==> config.mk <==
export PLATFORM = sky130hd
export DESIGN_NAME = decode_stage_p_flat
export DESIGN_NICKNAME = d
export VERILOG_FILES = /design/src/rtl/decode_pkg.sv /design/src/rtl/decode_stage_p_if.sv /design/src/rtl/regfile_bypass.sv /design/src/rtl/decode_stage_p.sv /design/src/flat_wrapper.sv
export SDC_FILE = /design/constraint.sdc
export NUM_CORES = 1
export LEC_CHECK = 0
export CORE_MARGIN = 1.5
export CORE_UTILIZATION = 57
export DETAILED_ROUTE_END_ITERATION = 10
export PLACE_DENSITY = 0.91
export SKIP_CTS_REPAIR_TIMING = 1
export SLEW_MARGIN = 30
export SYNTH_ARGS = -nofsm -noshare
export SYNTH_HDL_FRONTEND = slang
export SYNTH_HIERARCHICAL = 1
export SYNTH_SLANG_ARGS = --single-unit
==> constraint.sdc <==
create_clock -name clk -period 4 [get_ports clk]
set_input_delay 0.6 -clock clk [delete_from_list [all_inputs] [get_ports clk]]
set_output_delay 0.6 -clock clk [all_outputs]
set_load 0.1 [all_outputs]
==> src/rtl/decode_pkg.sv <==
// Decode-stage package: opcode constants, control-word bit map, FSM states
// and the opcode decode helpers shared by the decode stage and its bench.
package decode_pkg;

   localparam int unsigned OPC_BITS = 4;
   localparam int unsigned CS_BITS  = 16;
   localparam int unsigned ALU_BITS = 3;

   typedef enum logic {
      ST_OPC = 1'b0,
      ST_IMM = 1'b1
   } state_e;

   localparam logic [OPC_BITS-1:0] OPC_NOP  = 4'h0;
   localparam logic [OPC_BITS-1:0] OPC_ADD  = 4'h1;
   localparam logic [OPC_BITS-1:0] OPC_SUB  = 4'h2;
   localparam logic [OPC_BITS-1:0] OPC_AND  = 4'h3;
   localparam logic [OPC_BITS-1:0] OPC_OR   = 4'h4;
   localparam logic [OPC_BITS-1:0] OPC_NOT  = 4'h5;
   localparam logic [OPC_BITS-1:0] OPC_MOV  = 4'h6;
   localparam logic [OPC_BITS-1:0] OPC_SETC = 4'h7;
   localparam logic [OPC_BITS-1:0] OPC_LDD  = 4'h8;
   localparam logic [OPC_BITS-1:0] OPC_STD  = 4'h9;
   localparam logic [OPC_BITS-1:0] OPC_JMP  = 4'hA;
   localparam logic [OPC_BITS-1:0] OPC_CALL = 4'hB;
   localparam logic [OPC_BITS-1:0] OPC_LDM  = 4'hC;
   localparam logic [OPC_BITS-1:0] OPC_IADD = 4'hD;
   localparam logic [OPC_BITS-1:0] OPC_RET  = 4'hE;
   localparam logic [OPC_BITS-1:0] OPC_RTI  = 4'hF;

   // Control-word bit indices; ALU_OP occupies ALU_BITS bits starting at 0.
   localparam int unsigned CS_ALU_OP     = 0;
   localparam int unsigned CS_ALU_SRC    = 3;
   localparam int unsigned CS_REG_WR     = 4;
   localparam int unsigned CS_MEM_RD     = 5;
   localparam int unsigned CS_MEM_WR     = 6;
   localparam int unsigned CS_MEM_TO_REG = 7;
   localparam int unsigned CS_BRANCH     = 8;
   localparam int unsigned CS_JUMP       = 9;
   localparam int unsigned CS_IMM_SEL    = 10;
   localparam int unsigned CS_PUSH_PC    = 11;
   localparam int unsigned CS_POP_PC     = 12;
   localparam int unsigned CS_RESET_CALL = 13;
   localparam int unsigned CS_SET_C      = 14;
   localparam int unsigned CS_RESET_RTI  = 15;

   localparam logic [CS_BITS-1:0] CS_NOP = '0;
   localparam logic [CS_BITS-1:0] CS_INT = (CS_BITS'(1) << CS_PUSH_PC)
                                         | (CS_BITS'(1) << CS_RESET_CALL);

   // Opcodes followed by an immediate word.
   function automatic logic needs_imm(input logic [OPC_BITS-1:0] opc);
      return (opc == OPC_LDD) || (opc == OPC_STD) ||
             (opc == OPC_LDM) || (opc == OPC_IADD);
   endfunction

   // Opcode to control word.
   function automatic logic [CS_BITS-1:0] decode(input logic [OPC_BITS-1:0] opc);
      logic [CS_BITS-1:0] cs;
      cs = CS_NOP;
      case (opc)
         OPC_ADD:  begin cs[CS_ALU_OP +: ALU_BITS] = 3'd1; cs[CS_REG_WR] = 1'b1; end
         OPC_SUB:  begin cs[CS_ALU_OP +: ALU_BITS] = 3'd2; cs[CS_REG_WR] = 1'b1; end
         OPC_AND:  begin cs[CS_ALU_OP +: ALU_BITS] = 3'd3; cs[CS_REG_WR] = 1'b1; end
         OPC_OR:   begin cs[CS_ALU_OP +: ALU_BITS] = 3'd4; cs[CS_REG_WR] = 1'b1; end
         OPC_NOT:  begin cs[CS_ALU_OP +: ALU_BITS] = 3'd5; cs[CS_REG_WR] = 1'b1; end
         OPC_MOV:  begin cs[CS_ALU_OP +: ALU_BITS] = 3'd6; cs[CS_REG_WR] = 1'b1; end
         OPC_SETC: cs[CS_SET_C] = 1'b1;
         OPC_LDD:  begin
            cs[CS_ALU_SRC] = 1'b1; cs[CS_MEM_RD] = 1'b1; cs[CS_MEM_TO_REG] = 1'b1;
            cs[CS_REG_WR] = 1'b1; cs[CS_IMM_SEL] = 1'b1;
         end
         OPC_STD:  begin
            cs[CS_ALU_SRC] = 1'b1; cs[CS_MEM_WR] = 1'b1; cs[CS_IMM_SEL] = 1'b1;
         end
         OPC_JMP:  cs[CS_JUMP] = 1'b1;
         OPC_CALL: begin cs[CS_JUMP] = 1'b1; cs[CS_PUSH_PC] = 1'b1; end
         OPC_LDM:  begin
            cs[CS_ALU_SRC] = 1'b1; cs[CS_REG_WR] = 1'b1; cs[CS_IMM_SEL] = 1'b1;
         end
         OPC_IADD: begin
            cs[CS_ALU_OP +: ALU_BITS] = 3'd1; cs[CS_ALU_SRC] = 1'b1;
            cs[CS_REG_WR] = 1'b1; cs[CS_IMM_SEL] = 1'b1;
         end
         OPC_RET:  begin cs[CS_POP_PC] = 1'b1; cs[CS_JUMP] = 1'b1; end
         OPC_RTI:  begin
            cs[CS_POP_PC] = 1'b1; cs[CS_JUMP] = 1'b1; cs[CS_RESET_RTI] = 1'b1;
         end
         default:  cs = CS_NOP;
      endcase
      return cs;
   endfunction

endpackage

==> src/rtl/decode_stage_p_if.sv <==
// Fetch-to-decode handshake plus the registered ID/EX bundle.
//   master: fetch/consumer side (drives if_valid, instruction)
//   slave : decode stage (drives if_ready and the id_* bundle)
interface decode_stage_p_if #(
   parameter int unsigned DATA_W = 16,
   parameter int unsigned REG_AW = 3,
   parameter int unsigned CS_W   = 16
);
   logic              if_valid;
   logic [DATA_W-1:0] instruction;
   logic              if_ready;
   logic              id_valid;
   logic [CS_W-1:0]   id_cs;
   logic [DATA_W-1:0] id_rdata1;
   logic [DATA_W-1:0] id_rdata2;
   logic [DATA_W-1:0] id_imm;
   logic [REG_AW-1:0] id_rs;
   logic [REG_AW-1:0] id_rt;
   logic [REG_AW-1:0] id_rd;

   modport master (
      output if_valid, instruction,
      input  if_ready, id_valid, id_cs, id_rdata1, id_rdata2, id_imm,
             id_rs, id_rt, id_rd
   );

   modport slave (
      input  if_valid, instruction,
      output if_ready, id_valid, id_cs, id_rdata1, id_rdata2, id_imm,
             id_rs, id_rt, id_rd
   );
endinterface

==> src/rtl/regfile_bypass.sv <==
// Register file, two combinational read ports, one write port, with
// same-cycle write-to-read bypass.
//   clk, reset          : clock, synchronous active-high reset (clears all registers)
//   we_i/waddr_i/wdata_i: write port, written on the rising edge
//   raddr1_i/raddr2_i   : read addresses
//   rdata1_o_c/rdata2_o_c: read data (combinational)
module regfile_bypass #(
   parameter int unsigned DATA_W = 16,
   parameter int unsigned REG_AW = 3
) (
   input  logic              clk,
   input  logic              reset,
   input  logic              we_i,
   input  logic [REG_AW-1:0] waddr_i,
   input  logic [DATA_W-1:0] wdata_i,
   input  logic [REG_AW-1:0] raddr1_i,
   input  logic [REG_AW-1:0] raddr2_i,
   output logic [DATA_W-1:0] rdata1_o_c,
   output logic [DATA_W-1:0] rdata2_o_c
);
   localparam int unsigned NREGS = 1 << REG_AW;

   logic [DATA_W-1:0] regs_q [NREGS];

   // Storage.
   always_ff @(posedge clk) begin
      if (reset) begin
         for (int i = 0; i < int'(NREGS); i++) regs_q[i] <= '0;
      end else if (we_i) begin
         regs_q[waddr_i] <= wdata_i;
      end
   end

   // Reads see a write landing on the same edge.
   always_comb begin
      rdata1_o_c = regs_q[raddr1_i];
      rdata2_o_c = regs_q[raddr2_i];
      if (we_i && (waddr_i == raddr1_i)) rdata1_o_c = wdata_i;
      if (we_i && (waddr_i == raddr2_i)) rdata2_o_c = wdata_i;
   end
endmodule

==> src/rtl/decode_stage_p.sv <==
// Instruction-decode stage: decodes opcodes into a control word, reads
// operands via the bypassed register file, assembles two-word instructions
// and injects an interrupt bundle on an instruction boundary.
//   clk, reset          : clock, synchronous active-high reset
//   bus (slave)         : fetch handshake in, registered ID/EX bundle out
//   stall, flush        : hazard hold / pipeline kill (flush wins)
//   interrupt           : interrupt request, latched into a pending flag
//   wb_en/wb_addr/wb_data: register write-back port
module decode_stage_p
   import decode_pkg::*;
#(
   parameter int unsigned DATA_W = 16,
   parameter int unsigned REG_AW = 3,
   parameter int unsigned OPC_W  = 4,
   parameter int unsigned CS_W   = 16
) (
   input  logic              clk,
   input  logic              reset,
   decode_stage_p_if.slave   bus,
   input  logic              stall,
   input  logic              flush,
   input  logic              interrupt,
   input  logic              wb_en,
   input  logic [REG_AW-1:0] wb_addr,
   input  logic [DATA_W-1:0] wb_data
);
   localparam int unsigned RS_LSB = DATA_W - OPC_W - REG_AW;
   localparam int unsigned RT_LSB = RS_LSB - REG_AW;

   state_e            state_q, state_d;
   logic              int_pend_q, int_pend_d;
   logic [CS_W-1:0]   lat_cs_q, lat_cs_d;
   logic [REG_AW-1:0] lat_rs_q, lat_rs_d;
   logic [REG_AW-1:0] lat_rt_q, lat_rt_d;

   logic              id_valid_q, id_valid_d;
   logic [CS_W-1:0]   id_cs_q, id_cs_d;
   logic [DATA_W-1:0] id_rdata1_q, id_rdata1_d;
   logic [DATA_W-1:0] id_rdata2_q, id_rdata2_d;
   logic [DATA_W-1:0] id_imm_q, id_imm_d;
   logic [REG_AW-1:0] id_rs_q, id_rs_d;
   logic [REG_AW-1:0] id_rt_q, id_rt_d;
   logic [REG_AW-1:0] id_rd_q, id_rd_d;

   logic [OPC_W-1:0]  opc_c;
   logic [REG_AW-1:0] f_rs_c, f_rt_c;
   logic [REG_AW-1:0] raddr1_c, raddr2_c;
   logic [DATA_W-1:0] rdata1_c, rdata2_c;
   logic              if_ready_c, accept_c, take_int_c;

   assign opc_c  = bus.instruction[DATA_W-1 -: OPC_W];
   assign f_rs_c = bus.instruction[RS_LSB +: REG_AW];
   assign f_rt_c = bus.instruction[RT_LSB +: REG_AW];

   // In IMM the operands come from the fields latched with the opcode word.
   assign raddr1_c = (state_q == ST_IMM) ? lat_rs_q : f_rs_c;
   assign raddr2_c = (state_q == ST_IMM) ? lat_rt_q : f_rt_c;

   // A pending interrupt blocks fetch only at an opcode boundary.
   assign if_ready_c = !reset && !stall && !flush && !((state_q == ST_OPC) && int_pend_q);
   assign accept_c   = bus.if_valid && if_ready_c;
   assign take_int_c = (state_q == ST_OPC) && int_pend_q;

   regfile_bypass #(
      .DATA_W (DATA_W),
      .REG_AW (REG_AW)
   ) u_rf (
      .clk        (clk),
      .reset      (reset),
      .we_i       (wb_en),
      .waddr_i    (wb_addr),
      .wdata_i    (wb_data),
      .raddr1_i   (raddr1_c),
      .raddr2_i   (raddr2_c),
      .rdata1_o_c (rdata1_c),
      .rdata2_o_c (rdata2_c)
   );

   // State and ID/EX register.
   always_ff @(posedge clk) begin
      if (reset) begin
         state_q     <= ST_OPC;
         int_pend_q  <= 1'b0;
         lat_cs_q    <= '0;
         lat_rs_q    <= '0;
         lat_rt_q    <= '0;
         id_valid_q  <= 1'b0;
         id_cs_q     <= '0;
         id_rdata1_q <= '0;
         id_rdata2_q <= '0;
         id_imm_q    <= '0;
         id_rs_q     <= '0;
         id_rt_q     <= '0;
         id_rd_q     <= '0;
      end else begin
         state_q     <= state_d;
         int_pend_q  <= int_pend_d;
         lat_cs_q    <= lat_cs_d;
         lat_rs_q    <= lat_rs_d;
         lat_rt_q    <= lat_rt_d;
         id_valid_q  <= id_valid_d;
         id_cs_q     <= id_cs_d;
         id_rdata1_q <= id_rdata1_d;
         id_rdata2_q <= id_rdata2_d;
         id_imm_q    <= id_imm_d;
         id_rs_q     <= id_rs_d;
         id_rt_q     <= id_rt_d;
         id_rd_q     <= id_rd_d;
      end
   end

   // Next state, latches and bundle.
   always_comb begin
      state_d     = state_q;
      int_pend_d  = int_pend_q | interrupt;
      lat_cs_d    = lat_cs_q;
      lat_rs_d    = lat_rs_q;
      lat_rt_d    = lat_rt_q;
      id_valid_d  = id_valid_q;
      id_cs_d     = id_cs_q;
      id_rdata1_d = id_rdata1_q;
      id_rdata2_d = id_rdata2_q;
      id_imm_d    = id_imm_q;
      id_rs_d     = id_rs_q;
      id_rt_d     = id_rt_q;
      id_rd_d     = id_rd_q;

      // Bubble unless a stall holds the bundle or a branch below fills it.
      if (flush || !stall) begin
         id_valid_d  = 1'b0;
         id_cs_d     = CS_W'(CS_NOP);
         id_rdata1_d = '0;
         id_rdata2_d = '0;
         id_imm_d    = '0;
         id_rs_d     = '0;
         id_rt_d     = '0;
         id_rd_d     = '0;
      end

      if (flush) begin
         state_d  = ST_OPC;
         lat_cs_d = '0;
         lat_rs_d = '0;
         lat_rt_d = '0;
      end else if (!stall) begin
         if (take_int_c) begin
            id_valid_d = 1'b1;
            id_cs_d    = CS_W'(CS_INT);
            int_pend_d = interrupt;
         end else if (accept_c) begin
            if (state_q == ST_OPC) begin
               if (needs_imm(OPC_BITS'(opc_c))) begin
                  state_d  = ST_IMM;
                  lat_cs_d = CS_W'(decode(OPC_BITS'(opc_c)));
                  lat_rs_d = f_rs_c;
                  lat_rt_d = f_rt_c;
               end else begin
                  id_valid_d  = 1'b1;
                  id_cs_d     = CS_W'(decode(OPC_BITS'(opc_c)));
                  id_rdata1_d = rdata1_c;
                  id_rdata2_d = rdata2_c;
                  id_rs_d     = f_rs_c;
                  id_rt_d     = f_rt_c;
                  id_rd_d     = f_rs_c;
               end
            end else begin
               state_d     = ST_OPC;
               id_valid_d  = 1'b1;
               id_cs_d     = lat_cs_q;
               id_rdata1_d = rdata1_c;
               id_rdata2_d = rdata2_c;
               id_imm_d    = bus.instruction;
               id_rs_d     = lat_rs_q;
               id_rt_d     = lat_rt_q;
               id_rd_d     = lat_rs_q;
            end
         end
      end
   end

   assign bus.if_ready  = if_ready_c;
   assign bus.id_valid  = id_valid_q;
   assign bus.id_cs     = id_cs_q;
   assign bus.id_rdata1 = id_rdata1_q;
   assign bus.id_rdata2 = id_rdata2_q;
   assign bus.id_imm    = id_imm_q;
   assign bus.id_rs     = id_rs_q;
   assign bus.id_rt     = id_rt_q;
   assign bus.id_rd     = id_rd_q;
endmodule
==> src/flat_wrapper.sv <==
// flat-port wrapper written by rule: the top's interface ports become plain ports
module decode_stage_p_flat import decode_pkg::*;
#(
   parameter int unsigned DATA_W = 16,
   parameter int unsigned REG_AW = 3,
   parameter int unsigned OPC_W  = 4,
   parameter int unsigned CS_W   = 16
)
  (clk, reset, stall, flush, interrupt, wb_en, wb_addr, wb_data, bus_if_valid, bus_instruction, bus_if_ready, bus_id_valid, bus_id_cs, bus_id_rdata1, bus_id_rdata2, bus_id_imm, bus_id_rs, bus_id_rt, bus_id_rd);
  decode_stage_p_if #(.DATA_W(DATA_W), .REG_AW(REG_AW), .CS_W(CS_W)) bus_i ();
  input  logic clk;
  input  logic reset;
  input  logic stall;
  input  logic flush;
  input  logic interrupt;
  input  logic wb_en;
  input  logic [REG_AW-1:0] wb_addr;
  input  logic [DATA_W-1:0] wb_data;
  input wire logic [$bits(bus_i.if_valid)-1:0] bus_if_valid;
  input wire logic [$bits(bus_i.instruction)-1:0] bus_instruction;
  output wire logic [$bits(bus_i.if_ready)-1:0] bus_if_ready;
  output wire logic [$bits(bus_i.id_valid)-1:0] bus_id_valid;
  output wire logic [$bits(bus_i.id_cs)-1:0] bus_id_cs;
  output wire logic [$bits(bus_i.id_rdata1)-1:0] bus_id_rdata1;
  output wire logic [$bits(bus_i.id_rdata2)-1:0] bus_id_rdata2;
  output wire logic [$bits(bus_i.id_imm)-1:0] bus_id_imm;
  output wire logic [$bits(bus_i.id_rs)-1:0] bus_id_rs;
  output wire logic [$bits(bus_i.id_rt)-1:0] bus_id_rt;
  output wire logic [$bits(bus_i.id_rd)-1:0] bus_id_rd;
  assign bus_i.if_valid = bus_if_valid;
  assign bus_i.instruction = bus_instruction;
  assign bus_if_ready = bus_i.if_ready;
  assign bus_id_valid = bus_i.id_valid;
  assign bus_id_cs = bus_i.id_cs;
  assign bus_id_rdata1 = bus_i.id_rdata1;
  assign bus_id_rdata2 = bus_i.id_rdata2;
  assign bus_id_imm = bus_i.id_imm;
  assign bus_id_rs = bus_i.id_rs;
  assign bus_id_rt = bus_i.id_rt;
  assign bus_id_rd = bus_i.id_rd;
  decode_stage_p #(.DATA_W(DATA_W), .REG_AW(REG_AW), .OPC_W(OPC_W), .CS_W(CS_W)) u_core (.clk(clk), .reset(reset), .bus(bus_i), .stall(stall), .flush(flush), .interrupt(interrupt), .wb_en(wb_en), .wb_addr(wb_addr), .wb_data(wb_data));
endmodule
# ---- Word level (Yosys, flattened, before mapping)
# Memory sizes are Yosys's and may differ from the RTL's.
# Cells that the tools add are included.
dict set report word_totals {
  mem_count 1
  mem_bits_rw 128
  regBits 96
  input_bits 42
  wordCells 141
}
# name words word_bits rd rd_clocked_by_memory_dff write_ports line
set mem_list {}
lappend mem_list {u_core.u_rf.regs_q 8 16 2 0 8 regfile_bypass.sv:23} ;# logic [DATA_W-1:0] regs_q [NREGS];
dict set report op_classes {
  reduce_logical 24
  bitwise 4
  n_eq_ne 17
  mux 82
}
# cell n
set ops {}
lappend ops {{$mux W16} 30}
lappend ops {{$mux W3} 24}
lappend ops {{$eq A4 B4 Y1 const B} 8}
lappend ops {{$mux W1} 27}
lappend ops {{$pmux W3 S6} 1}
lappend ops {{$eq A4 B3 Y1 const B} 4}
lappend ops {{$reduce_or A16 Y1} 1}
lappend ops {{$reduce_or A9 Y1} 1}
lappend ops {{$eq A4 B2 Y1 const B} 2}
lappend ops {{$reduce_or A4 Y1} 2}
lappend ops {{$logic_and A1 B1 Y1} 7}
lappend ops {{$eq A3 B3 Y1} 2}
lappend ops {{$reduce_or A2 Y1} 3}
lappend ops {{$reduce_and A5 Y1} 1}
lappend ops {{$eq A4 B1 Y1 const B} 1}
lappend ops {{$logic_not A1 Y1} 4}
lappend ops {{$logic_or A1 B1 Y1} 4}
lappend ops {{$not A1 Y1} 3}
lappend ops {{$reduce_and A3 Y1} 1}
lappend ops {{$or A1 B1 Y1} 1}

# ---- Longest topological paths before layout
# Gate-level depths: netlist of the first run.
dict set report logic_depth {
  depth_word 10
  ltp_mapped 11
  mapped_depth_nobuf 6
}

# ---- By module
# The synthesis of the first run kept the hierarchy.
# mod n_inst cells_each seq_area_each_um2 area_per_inst_um2
set modules_own_cells {}
lappend modules_own_cells {regfile_bypass 1 445 3843.7 7453.4}
lappend modules_own_cells {decode_stage_p 1 342 1881.8 3342.0}

# ---- Worst setup path after synthesis of the first run
# Ideal clock, no wire load.
dict set report synth_timing {
  path_kind {in2out}
  from {input port flush}
  to {output port bus_if_ready}
  cell_stages 4
  n_path_buf 2
  arrival_time_ns 3.292
  slack_ns 0.108
  cell_sequence {buf_2 or2_2 clkbuf_1 nor3_1}
}
dict set report synth_between {
  elab_chain_cells 3
}
# item line
set synth_lines {}
lappend synth_lines {{start, declared} flat_wrapper.sv:14} ;# input logic flush;
lappend synth_lines {{$logic_not A1 Y1} decode_stage_p.sv:60} ;# assign if_ready_c = !reset && !stall && !flush && !((state_q == ST_OPC) && int_pend_q);
lappend synth_lines {{$logic_and A1 B1 Y1 (2 in series)} decode_stage_p.sv:60}
lappend synth_lines {{end, declared} flat_wrapper.sv:21} ;# output wire logic [$bits(bus_i.if_ready)-1:0] bus_if_ready;
# Every way passes these cells.

# ---- Worst setup path in the final report of the first run
dict set report layout_timing {
  from {register u_core.state_q}
  to {register u_core.id_rdata1_q[8] (netlist: u_core/bus.id_rdata1[8])}
}
dict set report layout_between {
  elab_chain_cells 10
}
# item line
set layout_lines {}
lappend layout_lines {{start, declared} decode_stage_p.sv:30} ;# state_e state_q, state_d;
lappend layout_lines {{start signal, assigned} decode_stage_p.sv:96} ;# state_q <= state_d;
lappend layout_lines {{$mux W3 (*)} decode_stage_p.sv:56} ;# assign raddr1_c = (state_q == ST_IMM) ? lat_rs_q : f_rs_c;
lappend layout_lines {{named net u_core.raddr1_c[0]} decode_stage_p.sv:47} ;# logic [REG_AW-1:0] raddr1_c, raddr2_c;
lappend layout_lines {{parallel branches: the longest is 2 deep, another holds $mem_v2 Z8 W16} -}
lappend layout_lines {{$mux W16 (*)} regfile_bypass.sv:38} ;# if (we_i && (waddr_i == raddr1_i)) rdata1_o_c = wdata_i;
lappend layout_lines {{named net u_core.rdata1_c[8]} decode_stage_p.sv:48} ;# logic [DATA_W-1:0] rdata1_c, rdata2_c;
lappend layout_lines {{$mux W16} decode_stage_p.sv:152} ;# if (needs_imm(OPC_BITS'(opc_c))) begin
lappend layout_lines {{$mux W16 (*)} decode_stage_p.sv:151} ;# if (state_q == ST_OPC) begin
lappend layout_lines {{$mux W16 (*)} decode_stage_p.sv:150} ;# end else if (accept_c) begin
lappend layout_lines {{$mux W16 (*)} decode_stage_p.sv:146} ;# if (take_int_c) begin
lappend layout_lines {{$mux W16 (*)} decode_stage_p.sv:145} ;# end else if (!stall) begin
lappend layout_lines {{$mux W16 (*)} decode_stage_p.sv:140} ;# if (flush) begin
lappend layout_lines {{end signal, assigned} decode_stage_p.sv:103} ;# id_rdata1_q <= id_rdata1_d;
lappend layout_lines {{end, declared} decode_stage_p.sv:38} ;# logic [DATA_W-1:0] id_rdata1_q, id_rdata1_d;
# Mark *: on every way through the listed nets, which the timed path passes.
# A chain may end at the register's enable or synchronous reset.

==> impl_metrics.tcl, run 1 <==
set metrics [dict create \
    synth-edff-count 128 \
    yosysWarnings 6 \
    cts_inserted_buffers 22 \
    grtUsageTotal_pct 28.8 \
    place_congestion 0.823 \
    drv_cap 0 \
    crit_path_max_fanout 34 \
    regArea_um2 5730 \
    clock_skew_ns 0.00991 \
    clock-root-buffer "clkbuf_16" \
    synth_top_family_by_area "multiplexers" \
    synth_compound_area_share_pct 6.51 \
    postRouteAntennaNets 0 \
    crit_type "flop to flop" \
    yosysUniqueCellTypes 49 \
    multiInputGateArea_um2 4740 \
    avgSynthCellArea_um2 13.7 \
    p_sw_mw 1.25 \
    crit_path_start_kind "flop" \
    ios 117 \
    clock.fmax_mhz 322 \
    cts_tree "done" \
    ys_seq_area_share_pct 53.0 \
    r2r_cells 6 \
    finalCritPeriodShare_pct 77.7 \
    synthMuxAreaShare_pct 23.1 \
    grt_pass1_vias 7722 \
    p_seq_share_pct 46.9 \
    synth_seq_cells 222 \
    dieArea_um2 19800 \
    crit_arrival_ns 3.51 \
    grt_pass1_wl_mm 43.6 \
    p_leak_nw 4.84 \
    hold_depth 2 \
    dr.pass1.iters 5 \
    synthAdderAreaFrac_pct 0 \
    core_region_area_um2 18600 \
    fin_util_pct 69.3 \
    comb_power_share_pct 11.2 \
    synthArstFlopShare_pct 0 \
    grt_overflow 0 \
    io_buffers 116 \
    rsz0062_at_grt "no" \
    areaGrowthSynthToFinish_pct 19.7 \
    num_vias 7472 \
    tightest_slew_ns 1.02 \
    endpoint_kind "flop" \
    die_h_um 141 \
    vias_per_cell 6.57 \
    syn_nets 829 \
    clock-sinks 222 \
    p_sw_share_pct 22.9 \
    max-slew-margin-rel_pct 31.9 \
    cts.clk_slew.worst_paths_ns 0.06 \
    synth_top_area_cell "edfxtp_1" \
    hpwl_mm 17.3 \
    initial_core_util_pct 57.9 \
    hp-class "flop to flop" \
    design_area_um2 12900 \
    grt_start_max_net_pins 46 \
    fin_setup_tns_ns 0 \
    placed_area_um2 12100 \
    required_ns 4.40 \
    synth.top_cell.area_share_pct 35.6 \
    synthSimpleGateAreaFrac_pct 13.7 \
    synth_ff_type "edfxtp_1" \
    clkPwrFrac_pct 41.9 \
    wl_per_cell_um 25.1 \
    synthTopCellsByArea "edfxtp_1 36%, dfxtp_1 17%, mux4_1 15%" \
    fillers 1159 \
    drive_above_1_share_pct 17.0 \
    finalSetupViolCount 0 \
    finalCriticalPeriod_ns 3.11 \
    p_per_area_nw_per_um2 422 \
    die_x_um 141 \
    syn_inst 787 \
    synthXorXnorAreaFrac_pct 0.487 \
    outcome "completed" \
    worstSkewPairLatency_ns 0.51 \
    ir_drop_mv 0.270 \
    intPower_mw 4.21 \
    clockBufferDepth 3 \
    syn-cell-area_um2 10800 \
    cts_max_level 1 \
    antenna_found_initial 1 \
    drv_slew 0 \
    drt-initial-drc-count 717 \
    rows 50 \
    final_hold_viol_count 0 \
    finalNetCount 927 \
    routed_wl_mm 28.5 \
    drc 0 \
]
==> final cells by class <==
| class | instances | area share (%) |
|---|---|---|
| Clock buffer | 34 | 5.50 |
| Inverter | 4 | 0.116 |
| Sequential cell | 222 | 44.3 |
| Timing Repair Buffer | 136 | 10.2 |
| Clock inverter | 6 | 0.823 |
| Multi-Input combinational cell | 499 | 36.7 |
| Tap cell | 234 | 2.27 |
| Antenna cell | 2 | 0.0387 |
==> critical path: stages (launching register included) <==
cell and delay (ns):
dfxtp_1 0.97, mux2_2 0.34, buf_12 0.26, mux4_1 0.64, mux2_2 0.28, mux2_2 0.28, a22o_1 0.20
==> metrics by stage <==
| stage | power [mW] | hold slack (ns) | worst slack (ns) | instances |
|---|---|---|---|---|
| 2_1_floorplan | 3.00 | 0.431 | 0.108 | 787 |
| 3_3_place_gp | 3.17 | 0.431 | 0.975 | 1095 |
| 3_5_place_dp | 3.20 | 0.436 | 0.916 | 1095 |
| 4_1_cts | 5.46 | 0.448 | 0.945 | 1135 |
| 5_1_grt | 5.60 | 0.464 | 0.815 | 1135 |
| 6_report | 5.46 | 0.445 | 0.890 | 1137 |
==> worst paths after layout <==
check | endpoint | slack [ns] | startpoint
min | u_core/bus.id_rdata1[13] | 0.45 | u_core/bus.id_rdata1[13]
min reg2reg | u_core/bus.id_rdata1[13] | 0.45 | u_core/bus.id_rdata1[13]
max reg2reg | u_core/bus.id_rdata1[8] | 0.89 | u_core/state_q
max | u_core/bus.id_rdata1[8] | 0.89 | u_core/state_q
==> synthesized netlist by cell type, types with 5 or more instances <==
cell / count
a21o_1: 6
a21oi_1: 15
a22o_1: 30
a22oi_1: 17
and2_1: 132
and3_1: 8
buf_2: 10
buf_6: 10
clkbuf_1: 39
dfxtp_1: 94
edfxtp_1: 128
mux2_2: 59
mux2_4: 11
mux4_1: 60
nand2_1: 46
nand2b_1: 5
nand3_1: 6
nor2_1: 34
nor3_1: 6
o21ai_0: 5
o21ai_1: 7
or2_2: 9
xnor2_1: 6
==> routing by layer <==
metal | share of wire, % | GRT usage (%) | up-vias | routed length, um
li1 | - | - | 3191 | -
met4 | 3.3 | 12.4 | 0 | 947
met1 | 36 | 36.1 | 3653 | 10400
met2 | 50 | 48.7 | 539 | 14300
met5 | 0 | 0 | - | 0
met3 | 10 | 5.94 | 89 | 2930
==> cells in the final DEF, fill, tap and decap left out, drive strengths merged, types with 2 or more instances in the layout <==
| master | n |
|---|---|
| nor3b | 2 |
| mux4 | 64 |
| nand3b | 2 |
| mux2 | 70 |
| diode | 2 |
| nand3 | 6 |
| nand2 | 46 |
| inv | 4 |
| o21ai | 12 |
| clkbuf | 34 |
| a21oi | 15 |
| and3 | 8 |
| a22o | 30 |
| edfxtp | 128 |
| xnor2 | 6 |
| o31ai | 3 |
| nand4 | 4 |
| or3b | 2 |
| dfxtp | 94 |
| or3 | 2 |
| or2 | 9 |
| bufinv | 3 |
| clkinv | 2 |
| a211oi | 2 |
| clkdlybuf4s50 | 113 |
| a22oi | 17 |
| nor3 | 9 |
| buf | 23 |
| nand2b | 5 |
| a21o | 6 |
| a221oi | 3 |
| and2 | 132 |
| nor2 | 34 |
==> power groups by stage <==
stage	Combinational, mW	Clock [mW]	Sequential (mW)
after floorplan	0.362	0	2.64
after global placement	0.579	0	2.59
after detailed placement	0.596	0	2.60
after CTS	0.605	2.30	2.56
after global routing	0.635	2.40	2.57
final	0.611	2.29	2.56
==> flip-flops by register name (all words and copies together) (netlist names), 12 cells and up <==
register              flops
u_core/u_rf/regs_q      128
u_core/lat_cs_q          12
u_core/bus.id_rdata2     16
u_core/bus.id_imm        16
u_core/bus.id_rdata1     16
u_core/bus.id_cs         16
==> kinds of logic after synthesis <==
kind of cell | count (synthesis)
AOI/OAI and AO/OA | 94
DFF | 222
and+or+nand+nor | 265
xor gates and xnor gates | 6
muxes | 134
buffers and inverters | 66
No activity file was read; power rests on OpenSTA's default activity.
==> run 2, diff against run 1 <==
clock period = 3.1 ns   (was 4 ns; I/O delays follow)
==> impl_metrics.tcl, run 2 (same netlist as run 1, synthesis figures left out) <==
set metrics [dict create \
    hp-class "flop to flop" \
    cp_common_cell "mux2_2" \
    cts_inserted_buffers 22 \
    intPower_mw 5.15 \
    crit_buf_inv 1 \
    design_area_um2 12800 \
    ios 117 \
    crit_family "multiplexers" \
    required_ns 3.50 \
    dieArea_um2 19800 \
    finalCritPeriodShare_pct 83.1 \
    initial_core_util_pct 57.9 \
    fin_setup_tns_ns 0 \
    clock_skew_ns 0.0101 \
    crit_type "flop to flop" \
    antenna_found_initial 4 \
    r2r-start "u_core/state_q" \
    top_layer "met5" \
    postRouteAntennaNets 0 \
    wl_met1_mm 10.8 \
    cts.clk_slew.worst_paths_ns 0.06 \
    finalNetCount 940 \
    wl_met2_mm 14.1 \
    final_hold_viol_count 0 \
    cts_max_level 1 \
    num_vias 7465 \
    p_sw_share_pct 23.4 \
    grt_overflow 0 \
    clock-root-buffer "clkbuf_16" \
    drv_slew 0 \
    clock.fmax_mhz 388 \
    wl_per_cell_um 24.9 \
    drv_cap 0 \
    min_from "u_core/lat_rt_q[1]" \
    finalNonFillerCells 1151 \
    fin_util_pct 68.7 \
    layout_setup_ws_ns 0.525 \
    clockBufferDepth 3 \
    endpoint_kind "flop" \
    dp_cells 1108 \
    crit_path_max_fanout 34 \
    finalCriticalPeriod_ns 2.57 \
    grtUsageTotal_pct 29.1 \
    p_sw_mw 1.58 \
    grt_pass1_vias 7546 \
    p_leak_nw 5.03 \
    dr.pass1.iters 5 \
    place_congestion 0.834 \
    hpwl_mm 17.6 \
    outcome "completed" \
    crit_arrival_ns 2.97 \
    crit_path_start_kind "flop" \
    vias_per_cell 6.49 \
    clkPwrFrac_pct 39.1 \
    placed_area_um2 12100 \
    drc 0 \
    crit_slowest_cell "mux4_1" \
    comb_power_share_pct 11.8 \
    grt_pass1_wl_mm 43.5 \
    io_buffers 116 \
    die_h_um 141 \
    largest_register_ff_count 128 \
    max-slew-margin-rel_pct 55.4 \
    clock-sinks 222 \
    top_register "u_core/u_rf/regs_q" \
    dp_slack_ns 0.199 \
    worstSkewPairLatency_ns 0.51 \
    areaGrowthSynthToFinish_pct 18.6 \
    rsz0062_at_grt "no" \
    ir_drop_mv 0.283 \
    cts_tree "done" \
    drt-initial-drc-count 850 \
    layout_commonest_cell "and2_1" \
    drive_above_1_share_pct 26.0 \
    rows 50 \
    cp_cell_sequence "mux2_2 -> buf_12 -> mux4_1 -> mux2_2 -> mux2_2 -> a22o_1" \
    routed_wl_mm 28.7 \
    critPathLaunch "u_core/state_q" \
    p_per_area_nw_per_um2 525 \
    core_region_area_um2 18600 \
    grt_start_max_net_pins 46 \
    die_x_um 141 \
    finalSetupViolCount 0 \
    wl_met3_mm 2.96 \
    p_seq_share_pct 49.1 \
    layout_common_cells "132 x and2_1, 128 x edfxtp_1, 101 x buf_4" \
    slowest_delay_ns 0.62 \
    tightest_slew_ns 0.665 \
]
==> run 2: area by class of cell <==
type / instances / area [um^2]
Fill cell: 1146 / 5840
Sequential cell: 222 / 5730
Multi-Input combinational cell: 499 / 4750
Timing Repair Buffer: 149 / 1310
Clock buffer: 38 / 701
Tap cell: 234 / 293
Inverter: 4 / 15.0
Clock inverter: 2 / 10.0
Antenna cell: 3 / 7.51
==> run 2: power by group through the flow <==
stage               combinational (mW)  clock [mW]  sequential (mW)
global route                     0.831        2.76             3.31
floorplan                        0.467           0             3.41
finish                           0.796        2.63             3.30
global placement                 0.757           0             3.34
CTS                              0.788        2.65             3.30
detailed placement               0.780           0             3.36
==> run 2: metal layers <==
metal	GRT usage [%]	up-vias
li1	-	3227
met1	37.0	3673
met2	49.2	485
met3	6.35	78
met4	10.8	2
met5	0	-
==> run 2: stage by stage <==
stage	total power, mW	hold slack (ns)
finish	6.72	0.455
global route	6.90	0.457
CTS	6.73	0.448
detailed placement	4.14	0.438
global placement	4.10	0.432
floorplan	3.87	0.431
==> run 2: final timing paths <==
kind / endpoint / slack (ns) / cells past startpoint
setup / recovery: u_core/bus.id_rdata1[2] / 0.53 / 6
hold / removal: u_core/lat_rt_q[1] / 0.46 / 2
setup reg to reg: u_core/bus.id_rdata1[2] / 0.53 / 6
hold reg to reg: u_core/lat_rt_q[1] / 0.46 / 2
==> run 2: tightest hold or removal path: cells and delay by family (launching register included) <==
| family | cells | cell delay [ns] |
|---|---|---|
| compound gates | 1 | 0.05 |
| flops | 1 | 0.30 |
| simple gates | 1 | 0.05 |
